## src/rtl/sync_filter_pkg.sv

```systemverilog
// sync_filter_pkg
// Shared types and helpers for the sync_filter_regs block.
//   cnt_width()   : width of a per-channel stability counter that must hold
//                   values 0..FILTER_CYCLES.
//   chan_state_t  : per-channel filter state.
package sync_filter_pkg;

  // Counter width able to represent 0..fc inclusive.
  function automatic int cnt_width(input int fc);
    return $clog2(fc + 1);
  endfunction

  typedef enum logic {
    ST_STABLE  = 1'b0,  // synchronized level matches dout, counter idle
    ST_PENDING = 1'b1   // synchronized level differs from dout, counting
  } chan_state_t;

endpackage

```

## src/rtl/sync_filter_chan.sv

```systemverilog
// sync_filter_chan
// One channel of the glitch filter. It takes the already-synchronized level
// and updates dout only after that level has differed from dout for
// FILTER_CYCLES consecutive cycles. On the cycle dout changes, it emits a
// single-cycle rise or fall pulse.
// Optional feature (macro SYNC_FILTER_STICKY_EN): a sticky "seen" flag that
// is set by any edge pulse and cleared by clr_seen. A set in the same cycle
// as a clear takes priority.
// Ports:
//   clk, arst      clock, asynchronous active-high reset
//   s              synchronized input level
//   clr_seen/seen  sticky flag clear / flag (SYNC_FILTER_STICKY_EN only)
//   dout           filtered level
//   rise, fall     registered edge pulses
module sync_filter_chan
  import sync_filter_pkg::*;
#(
  parameter int   FILTER_CYCLES = 4,
  parameter logic RESET_BIT     = 1'b0
) (
  input  logic clk,
  input  logic arst,
  input  logic s,
`ifdef SYNC_FILTER_STICKY_EN
  input  logic clr_seen,
  output logic seen,
`endif
  output logic dout,
  output logic rise,
  output logic fall
);

  localparam int            CW   = cnt_width(FILTER_CYCLES);
  localparam logic [CW-1:0] LAST = CW'(FILTER_CYCLES - 1);

  chan_state_t   state_r;
  logic [CW-1:0] cnt_r;
  logic          dout_r;
  logic          rise_r;
  logic          fall_r;

  // Filter FSM: count cycles of disagreement, commit the new level on the last one.
  always_ff @(posedge clk or posedge arst) begin
    if (arst) begin
      state_r <= ST_STABLE;
      cnt_r   <= {CW{1'b0}};
      dout_r  <= RESET_BIT;
      rise_r  <= 1'b0;
      fall_r  <= 1'b0;
    end else begin
      rise_r <= 1'b0;
      fall_r <= 1'b0;
      case (state_r)
        ST_STABLE, ST_PENDING: begin
          if (s == dout_r) begin
            // Disagreement ended early: the glitch is dropped.
            state_r <= ST_STABLE;
            cnt_r   <= {CW{1'b0}};
          end else if (cnt_r == LAST) begin
            state_r <= ST_STABLE;
            cnt_r   <= {CW{1'b0}};
            dout_r  <= s;
            rise_r  <= s;
            fall_r  <= ~s;
          end else begin
            state_r <= ST_PENDING;
            cnt_r   <= cnt_r + CW'(1);
          end
        end
        default: begin
          state_r <= ST_STABLE;
          cnt_r   <= {CW{1'b0}};
        end
      endcase
    end
  end

  assign dout = dout_r;
  assign rise = rise_r;
  assign fall = fall_r;

`ifdef SYNC_FILTER_STICKY_EN
  logic seen_r;

  // Sticky change flag; an edge in the clearing cycle still gets recorded.
  always_ff @(posedge clk or posedge arst) begin
    if (arst) begin
      seen_r <= 1'b0;
    end else if (rise_r | fall_r) begin
      seen_r <= 1'b1;
    end else if (clr_seen) begin
      seen_r <= 1'b0;
    end else begin
      seen_r <= seen_r;
    end
  end

  assign seen = seen_r;
`endif

endmodule

```

## src/rtl/sync_filter_regs.sv

```systemverilog
// sync_filter_regs
// Multi-channel level synchronizer with per-channel glitch filter and edge
// detection. Each din bit goes through a DEPTH-stage flop chain into the clk
// domain. A sync_filter_chan instance per bit then filters the level and
// produces rise/fall pulses.
// Optional feature (macro SYNC_FILTER_STICKY_EN): clr_seen/seen ports with
// per-channel sticky change flags.
// Ports:
//   clk       destination clock
//   arst      asynchronous active-high reset
//   din       asynchronous input levels
//   dout      synchronized, filtered levels
//   rise/fall single-cycle edge pulses of dout
//   clr_seen  sticky flag clear (SYNC_FILTER_STICKY_EN only)
//   seen      sticky change flags (SYNC_FILTER_STICKY_EN only)
module sync_filter_regs
  import sync_filter_pkg::*;
#(
  parameter int               WIDTH         = 8,
  parameter int               DEPTH         = 3,
  parameter int               FILTER_CYCLES = 4,
  parameter logic [WIDTH-1:0] RESET_VAL     = '0
) (
  input  logic             clk,
  input  logic             arst,
  input  logic [WIDTH-1:0] din,
`ifdef SYNC_FILTER_STICKY_EN
  input  logic             clr_seen,
  output logic [WIDTH-1:0] seen,
`endif
  output logic [WIDTH-1:0] dout,
  output logic [WIDTH-1:0] rise,
  output logic [WIDTH-1:0] fall
);

  // Stage 0 is the metastability-catching flop. Timing constraints treat its
  // D input as a false path. It must not be merged or duplicated.
  (* preserve, dont_replicate *) logic [WIDTH-1:0] meta_r;
  // Stages 1..DEPTH-1. Entry k holds stage k+1.
  logic [WIDTH-1:0] chain_r [DEPTH-1];
  logic [WIDTH-1:0] sync_s;

  // Plain flop chain, no logic between stages.
  always_ff @(posedge clk or posedge arst) begin
    if (arst) begin
      meta_r <= RESET_VAL;
      for (int k = 0; k < DEPTH - 1; k++) begin
        chain_r[k] <= RESET_VAL;
      end
    end else begin
      meta_r     <= din;
      chain_r[0] <= meta_r;
      for (int k = 1; k < DEPTH - 1; k++) begin
        chain_r[k] <= chain_r[k-1];
      end
    end
  end

  assign sync_s = chain_r[DEPTH-2];

  for (genvar i = 0; i < WIDTH; i++) begin : g_chan
    sync_filter_chan #(
      .FILTER_CYCLES(FILTER_CYCLES),
      .RESET_BIT    (RESET_VAL[i])
    ) u_chan (
      .clk     (clk),
      .arst    (arst),
      .s       (sync_s[i]),
`ifdef SYNC_FILTER_STICKY_EN
      .clr_seen(clr_seen),
      .seen    (seen[i]),
`endif
      .dout    (dout[i]),
      .rise    (rise[i]),
      .fall    (fall[i])
    );
  end

endmodule

```

## config.mk

```make
export PLATFORM = sky130hd
export DESIGN_NAME = sync_filter_regs
export DESIGN_NICKNAME = d
export VERILOG_FILES = /design/src/rtl/sync_filter_pkg.sv /design/src/rtl/sync_filter_chan.sv /design/src/rtl/sync_filter_regs.sv
export SDC_FILE = /design/constraint.sdc
export NUM_CORES = 1
export LEC_CHECK = 0
export CORE_ASPECT_RATIO = 0.9
export CORE_UTILIZATION = 30
export CTS_CLUSTER_DIAMETER = 200
export DETAILED_ROUTE_END_ITERATION = 10
export MAX_ROUTING_LAYER = met4
export PLACE_DENSITY_LB_ADDON = 0.1
export SYNTH_ARGS = -nofsm -noshare
export SYNTH_HDL_FRONTEND = slang
export SYNTH_HIERARCHICAL = 1
export SYNTH_SLANG_ARGS = --single-unit
```

## constraint.sdc

```tcl
create_clock -name clk -period 1.8 [get_ports clk]
set_input_delay 0.27 -clock clk [delete_from_list [all_inputs] [get_ports clk]]
set_output_delay 0.27 -clock clk [all_outputs]
set_load 0.02 [all_outputs]
```

==> results.yml, run 1 <==
pwr:
  ir_worst_vdd_uv: 436.6
  p_leak_nw: 1.452
  total_power_w: 0.004616
  power.density_mw_per_mm2: 1416
critical_path:
  critPathBufInv: 1
  crit_chain: "clkdlybuf4s50_1"
  arrival_ns: 1.39
  startpoint_type: "flip-flop"
  cp_slowest_cell: "clkdlybuf4s50_1"
  cp_max_fo: 5
  cpPeakStageDelay_ns: 0.63
  criticalPathCategory: "flip-flop to output port"
  endpoint_kind: "output port"
  cp_data_required_time_ns: 1.53
  cp_top_family: "buffers and inverters"
floorplanning:
  die_h_um: 89.34
  rows: 31
  dieArea_sq_mm: 0.008848
  core_sq_mm: 0.008145
  start_util_pct: 31.21
  ioPinCount: 34
  fp.dieW_um: 99.04
route:
  first_pass_iters: 4
  drt-wirelength-per-cell_um: 12.85
  drt-vias-per-instance: 4.386
  drcViolationCount: 0
  first_iter_violations: 18
  totalWireLength_um: 3997
  ant_nets: 0
  dr_total_vias: 1364
global_route:
  grt_overflow: 0
  antenna_found_initial: 0
  grtUsageTotal_pct: 10.71
  grt_pass1_vias: 1472
  grt_pass1_wl_um: 6734
  grt_max_degree: 13
logic_synthesis:
  netlist_top_cells_count: "72 x dfrtp_1, 28 x nor3b_1, 9 x inv_1"
  netlist_instances: 160
  synth.area.top_cells: "dfrtp_1 71%, nor3b_1 8.3%, nor2b_4 4.3%, ha_1 3.9%, mux2_1 3.1%"
  async_flop_share_pct: 100.0
  synth_area_per_cell_sq_um: 15.89
  yosysMostFrequentCell: "dfrtp_1"
  ys_seq_area_share_pct: 70.87
  synth_flop_cell: "dfrtp_1"
  synth_cell_types: 13
  synth.largest_area_cell: "dfrtp_1"
  synth_fp_nets: 178
  syn_area_sq_mm: 0.002542
  synth_seq_cells: 72
  yosysWarnings: 6
  synth_top_area_share_pct: 70.87
  synth_edf_count: 0
clock_network:
  cts.htree.levels: 3
  root_buffer: "clkbuf_8"
  cts_tree: "built"
  post_cts_buffers: 0
  clock_latency_ns: 0.34
  clk_path_buf_depth: 2
  cts-resized-gates: 0
  clk_pin_slew_ns: 0.07
  cts_inserted_buffers: 9
  cts.sinks: 72
  hold_buffers: 0
job:
  cap_viol_max_count: 0
timing:
  worst_pin_slew_ns: 0.3272
  max_freq_mhz: 601.1
  finalSetupTns_ns: 0
  setup_violations: 0
  grt_setup_unrepaired: "no"
  fin_skew_ns: 0.009011
  slew_headroom_pct: 78.03
  hold_violations: 0
  maxSlewViolCount: 0
  period_needed_ns: 1.664
  fin_crit_sh_pct: 92.43
cells_and_area:
  fin_nets: 225
  drive_gt1_share_pct: 14.62
  fillCellCount: 776
  final_cell_area_sq_mm: 0.003259
  diodes: 0
  area_growth_pct: 28.20
place:
  place_congestion: 0.7414
  hpwlAfterDp_um: 2910
  placed_area_sq_mm: 0.003019
  portBuffers: 33
status:
  run_status: "completed"
worst_hold_path:
  holdCritPathClass: "input port to asynchronous set/reset pin"
-- final timing paths --
check | start | to | slack [ns] | cells after the start
min reg2reg | chain_r[11] | sync_s[3] | 0.35 | 0
min | arst | meta_r[4] | 0.23 | 2
max reg2reg | g_chan[6].u_chan/cnt_r[0] | g_chan[6].u_chan/dout | 0.61 | 3
max | g_chan[0].u_chan/dout | dout[0] | 0.14 | 1
min in group clk | chain_r[11] | sync_s[3] | 0.35 | 0
max in group asynchronous | arst | chain_r[13] | 1.14 | 3
-- metal layers --
layer  wire length, um  part of all wire (%)  global-route usage [%]  vias up
met2              2070                    52                   18.05       23
li1                  -                     -                       -      632
met5                 0                     0                       -        -
met4                63                   1.6                   4.885        0
met3               186                   4.7                   5.082        6
met1              1677                    42                   10.69      703
-- worst reg2reg max path, delay by kind of cell, from the launching register on --
kind                     cells  cell delay (ns)
flip-flops                   1             0.39
AND/OR/NAND/NOR              1             0.14
multiplexers                 1             0.31
adder cells (fa/ha/maj)      1             0.23
-- sequential cells by signal, summed over array words and instances (netlist names) --
register	cells
chain_r	8
g_chan.u_chan/cnt_r	24
g_chan.u_chan/rise	8
meta_r	8
g_chan.u_chan/fall	8
sync_s	8
g_chan.u_chan/dout	8
-- per-stage QoR --
stage | hold WS (ns) | worst slack, ns | util [%] | std cells
after CTS | 0.2180 | 0.1073 | 40.02 | 311
after floorplan | 0.06096 | 0.6795 | - | 160
after global routing | 0.2524 | 0.05880 | 40.02 | 311
after detailed placement | 0.3347 | 0.4964 | 37.07 | 295
final | 0.2261 | 0.1363 | 40.02 | 311
after global placement | 0.3320 | 0.5223 | 37.07 | 295
-- placed cells by master, fill, tap and decap left out --
master           netlist  final
dfrtp_1               72     72
clkdlybuf4s50_1        0     33
nor3b_1               28     28
clkbuf_8               0     12
inv_1                  9      9
nor2b_4                8      8
xnor2_1                8      8
nor3_1                 8      8
ha_1                   8      8
mux2_1                 7      7
nand2b_1               7      7
buf_4                  0      3
clkinvlp_4             0      2
bufinv_16              0      2
and3b_2                2      2
mux2_4                 1      1
nor2b_1                1      1
nor3b_2                1      1
-- final cells by class --
class                           count  area (sq um)  area share [%]
Sequential cell                    72          1802           55.28
Tap cell                           99         123.9           3.800
Timing Repair Buffer               36         352.8           10.83
Multi-Input combinational cell     79         706.9           21.69
Inverter                            9         33.78           1.036
Clock inverter                      4         75.07           2.303
Clock buffer                       12         165.2           5.067
-- power breakdown --
part	switching, W	internal, W	leakage, nW	total [W]
Sequential	0.000211	0.00190	0.916	0.00211
Clock	0.000565	0.000894	0.115	0.00146
Combinational	0.000482	0.000562	0.420	0.00104
Total	0.00126	0.00336	1.45	0.00462
-- logic make-up after synthesis --
family,share of synthesized area [%]
xor gates and xnor gates,2.756
adders and majority gates,3.937
muxes,3.691
buffers and inverters,1.329
DFF,70.87
and+or+nand+nor,17.42
Note: power is estimated with default switching activity, not from simulation.
==> run 2: changes to the inputs <==
--- a/config.mk
+++ b/config.mk
@@ -15,3 +15,4 @@
 export SYNTH_HDL_FRONTEND = slang
 export SYNTH_HIERARCHICAL = 1
 export SYNTH_SLANG_ARGS = --single-unit
+export TNS_END_PERCENT = 100
==> results of run 2 <==
Same layout as run 1: the final DEF is identical, and so are final timing and power.
==> run 3: changes to the inputs <==
--- a/config.mk
+++ b/config.mk
@@ -7,12 +7,10 @@
 export LEC_CHECK = 0
 export CORE_ASPECT_RATIO = 0.9
 export CORE_UTILIZATION = 30
-export CTS_CLUSTER_DIAMETER = 200
 export DETAILED_ROUTE_END_ITERATION = 10
 export MAX_ROUTING_LAYER = met4
 export PLACE_DENSITY_LB_ADDON = 0.1
 export SYNTH_ARGS = -nofsm -noshare
 export SYNTH_HDL_FRONTEND = slang
-export SYNTH_HIERARCHICAL = 1
 export SYNTH_SLANG_ARGS = --single-unit
 export TNS_END_PERCENT = 100
==> results.yml, run 3 <==
cells_and_area:
  diodes: 0
  fin_nets: 211
  largest_reg_flops: 24
  largest-register: "g_chan.u_chan.cnt_r"
  fin_util_pct: 37.05
  area_growth_pct: 18.95
  final_common_cell: "dfrtp_1"
  final_cell_mix: "72 x dfrtp_1, 33 x clkdlybuf4s50_1, 21 x nor3b_1"
  drive_gt1_share_pct: 14.65
pwr:
  swShare_pct: 29.16
  p_seq_share_pct: 49.8
  p_leak_nw: 1.410
  ir_worst_vdd_uv: 502.7
  combPwrFrac_pct: 24.8
  total_power_w: 0.004227
  power.density_mw_per_mm2: 1325
  switchingPower_w: 0.001233
  internal-power_w: 0.002994
  p_clk_share_pct: 25.4
floorplanning:
  ioPinCount: 34
  core_sq_mm: 0.008608
  dieArea_sq_mm: 0.009321
  die_h_um: 91.69
  start_util_pct: 31.15
  rows: 32
  fp.dieW_um: 101.7
critical_path:
  criticalPathCategory: "flip-flop to output port"
  cp_max_fo: 5
  arrival_ns: 1.38
  cpPeakStageDelay_ns: 0.64
  cp_slowest_cell: "clkdlybuf4s50_1"
  cp_data_required_time_ns: 1.53
  startpoint_type: "flip-flop"
  crit_chain: "clkdlybuf4s50_1"
  critPathBufInv: 1
  cp_top_family: "buffers and inverters"
  endpoint_kind: "output port"
timing:
  setup_violations: 0
  finalSetupTns_ns: 0
  fin_crit_sh_pct: 91.71
  slew_headroom_pct: 71.01
  fin_skew_ns: 0.007625
  worst_pin_slew_ns: 0.4340
  period_needed_ns: 1.651
  max_freq_mhz: 605.8
  hold_violations: 0
  grt_setup_unrepaired: "no"
  maxSlewViolCount: 0
  fin_ws_ns: 0.1492
route:
  totalWireLength_um: 3602
  drt-wirelength-per-cell_um: 11.36
  dr_total_vias: 1277
  first_iter_violations: 8
  first_pass_iters: 4
  drt-vias-per-instance: 4.028
  ant_nets: 0
  drcViolationCount: 0
logic_synthesis:
  synth_seq_cells: 72
  synth_area_per_cell_sq_um: 15.68
  synth_edf_count: 0
  synth_flop_cell: "dfrtp_1"
  async_flop_share_pct: 100.0
  syn_area_sq_mm: 0.002681
  yosysWarnings: 0
  synth_cell_types: 15
  synth_top_area_share_pct: 67.20
  netlist_top_cells_count: "72 x dfrtp_1, 24 x buf_4, 21 x nor3b_1"
  synth.largest_area_cell: "dfrtp_1"
  synth.area.top_cells: "dfrtp_1 67%, buf_4 6.7%, nor3b_1 5.9%, ha_1 3.7%, mux2_1 3.4%"
  ys_seq_area_share_pct: 67.20
  synth_fp_nets: 189
  netlist_instances: 171
  yosysMostFrequentCell: "dfrtp_1"
worst_hold_path:
  holdCritPathClass: "input port to asynchronous set/reset pin"
global_route:
  grt_pass1_wl_um: 6499
  antenna_found_initial: 0
  grtUsageTotal_pct: 9.707
  grt_max_degree: 30
  grt_pass1_vias: 1416
  grt_overflow: 0
clock_network:
  clock_latency_ns: 0.33
  cts.sinks: 72
  cts_inserted_buffers: 9
  root_buffer: "clkbuf_8"
  clk_pin_slew_ns: 0.07
  clk_path_buf_depth: 2
  cts.htree.levels: 3
  cts_tree: "built"
  post_cts_buffers: 0
  hold_buffers: 0
  cts-resized-gates: 0
place:
  place_congestion: 0.6020
  pre_cts_slack_ns: 0.5034
  hpwlAfterDp_um: 2493
  portBuffers: 33
status:
  run_status: "completed"
job:
  cap_viol_max_count: 0
run 3: cell types whose count changed in the layout (fill, tap and decap cells not counted), sizes merged, moves of 2 or more:
cell    delta
nand2b     -2
and3b      +6
inv        -9
clkinv     +4
nor3b      -6
nor3       -3
bufinv     -2
run 3: layout make-up:
cell class	instances	area (sq um)
Fill cell	805	5419
Sequential cell	72	1802
Multi-Input combinational cell	74	695.7
Timing Repair Buffer	35	370.4
Tap cell	119	148.9
Clock buffer	12	145.1
Clock inverter	4	20.02
Inverter	1	7.507
run 3: power groups by stage:
stage / combinational (W) / sequential [W] / clock [W]
after floorplan: 0.000863 / 0.00209 / 0
after global placement: 0.00102 / 0.00211 / 0
after detailed placement: 0.00106 / 0.00214 / 0
after CTS: 0.00107 / 0.00211 / 0.00113
after global routing: 0.00118 / 0.00215 / 0.00121
final: 0.00105 / 0.00211 / 0.00107
run 3: through the flow:
| stage | std cells | cell area (sq um) | hold slack (ns) |
|---|---|---|---|
| floorplan | 171 | 2685 | 0.3014 |
| global placement | 301 | 3024 | 0.3315 |
| detailed placement | 301 | 3024 | 0.3347 |
| CTS | 317 | 3189 | 0.2998 |
| global route | 317 | 3189 | 0.3185 |
| finish | 317 | 3189 | 0.3077 |
run 3: worst paths after layout:
kind,startpoint,endpoint,slack (ns),depth (start not counted)
min in group clk,chain_r[10],sync_s[2],0.35,0
hold / removal,arst,meta_r[2],0.31,2
setup / recovery,g_chan[4].u_chan.dout,dout[4],0.15,1
setup reg to reg,g_chan[4].u_chan.cnt_r[0],g_chan[4].u_chan.dout,0.59,3
max in group asynchronous,arst,g_chan[5].u_chan.cnt_r[2],1.02,3
hold reg to reg,chain_r[10],sync_s[2],0.35,0
run 3: cells by family after synthesis:
logic type               synth area share, %
buffers and inverters                  6.859
AND/OR/NAND/NOR                        16.24
flip-flops                             67.20
adder cells (fa/ha/maj)                3.733
multiplexers                           3.360
XOR/XNOR                               2.613
run 3: metal layers:
layer | track usage, % | wire length (um)
met5 | - | 0
met4 | 3.865 | 65
met3 | 5.412 | 214
met2 | 14.25 | 1708
met1 | 10.90 | 1613
run 3: worst register-to-register path, stage by stage (launching register included):
cell and delay, ns:
dfrtp_1 0.37, ha_1 0.20, nor2b_4 0.20, mux2_1 0.33
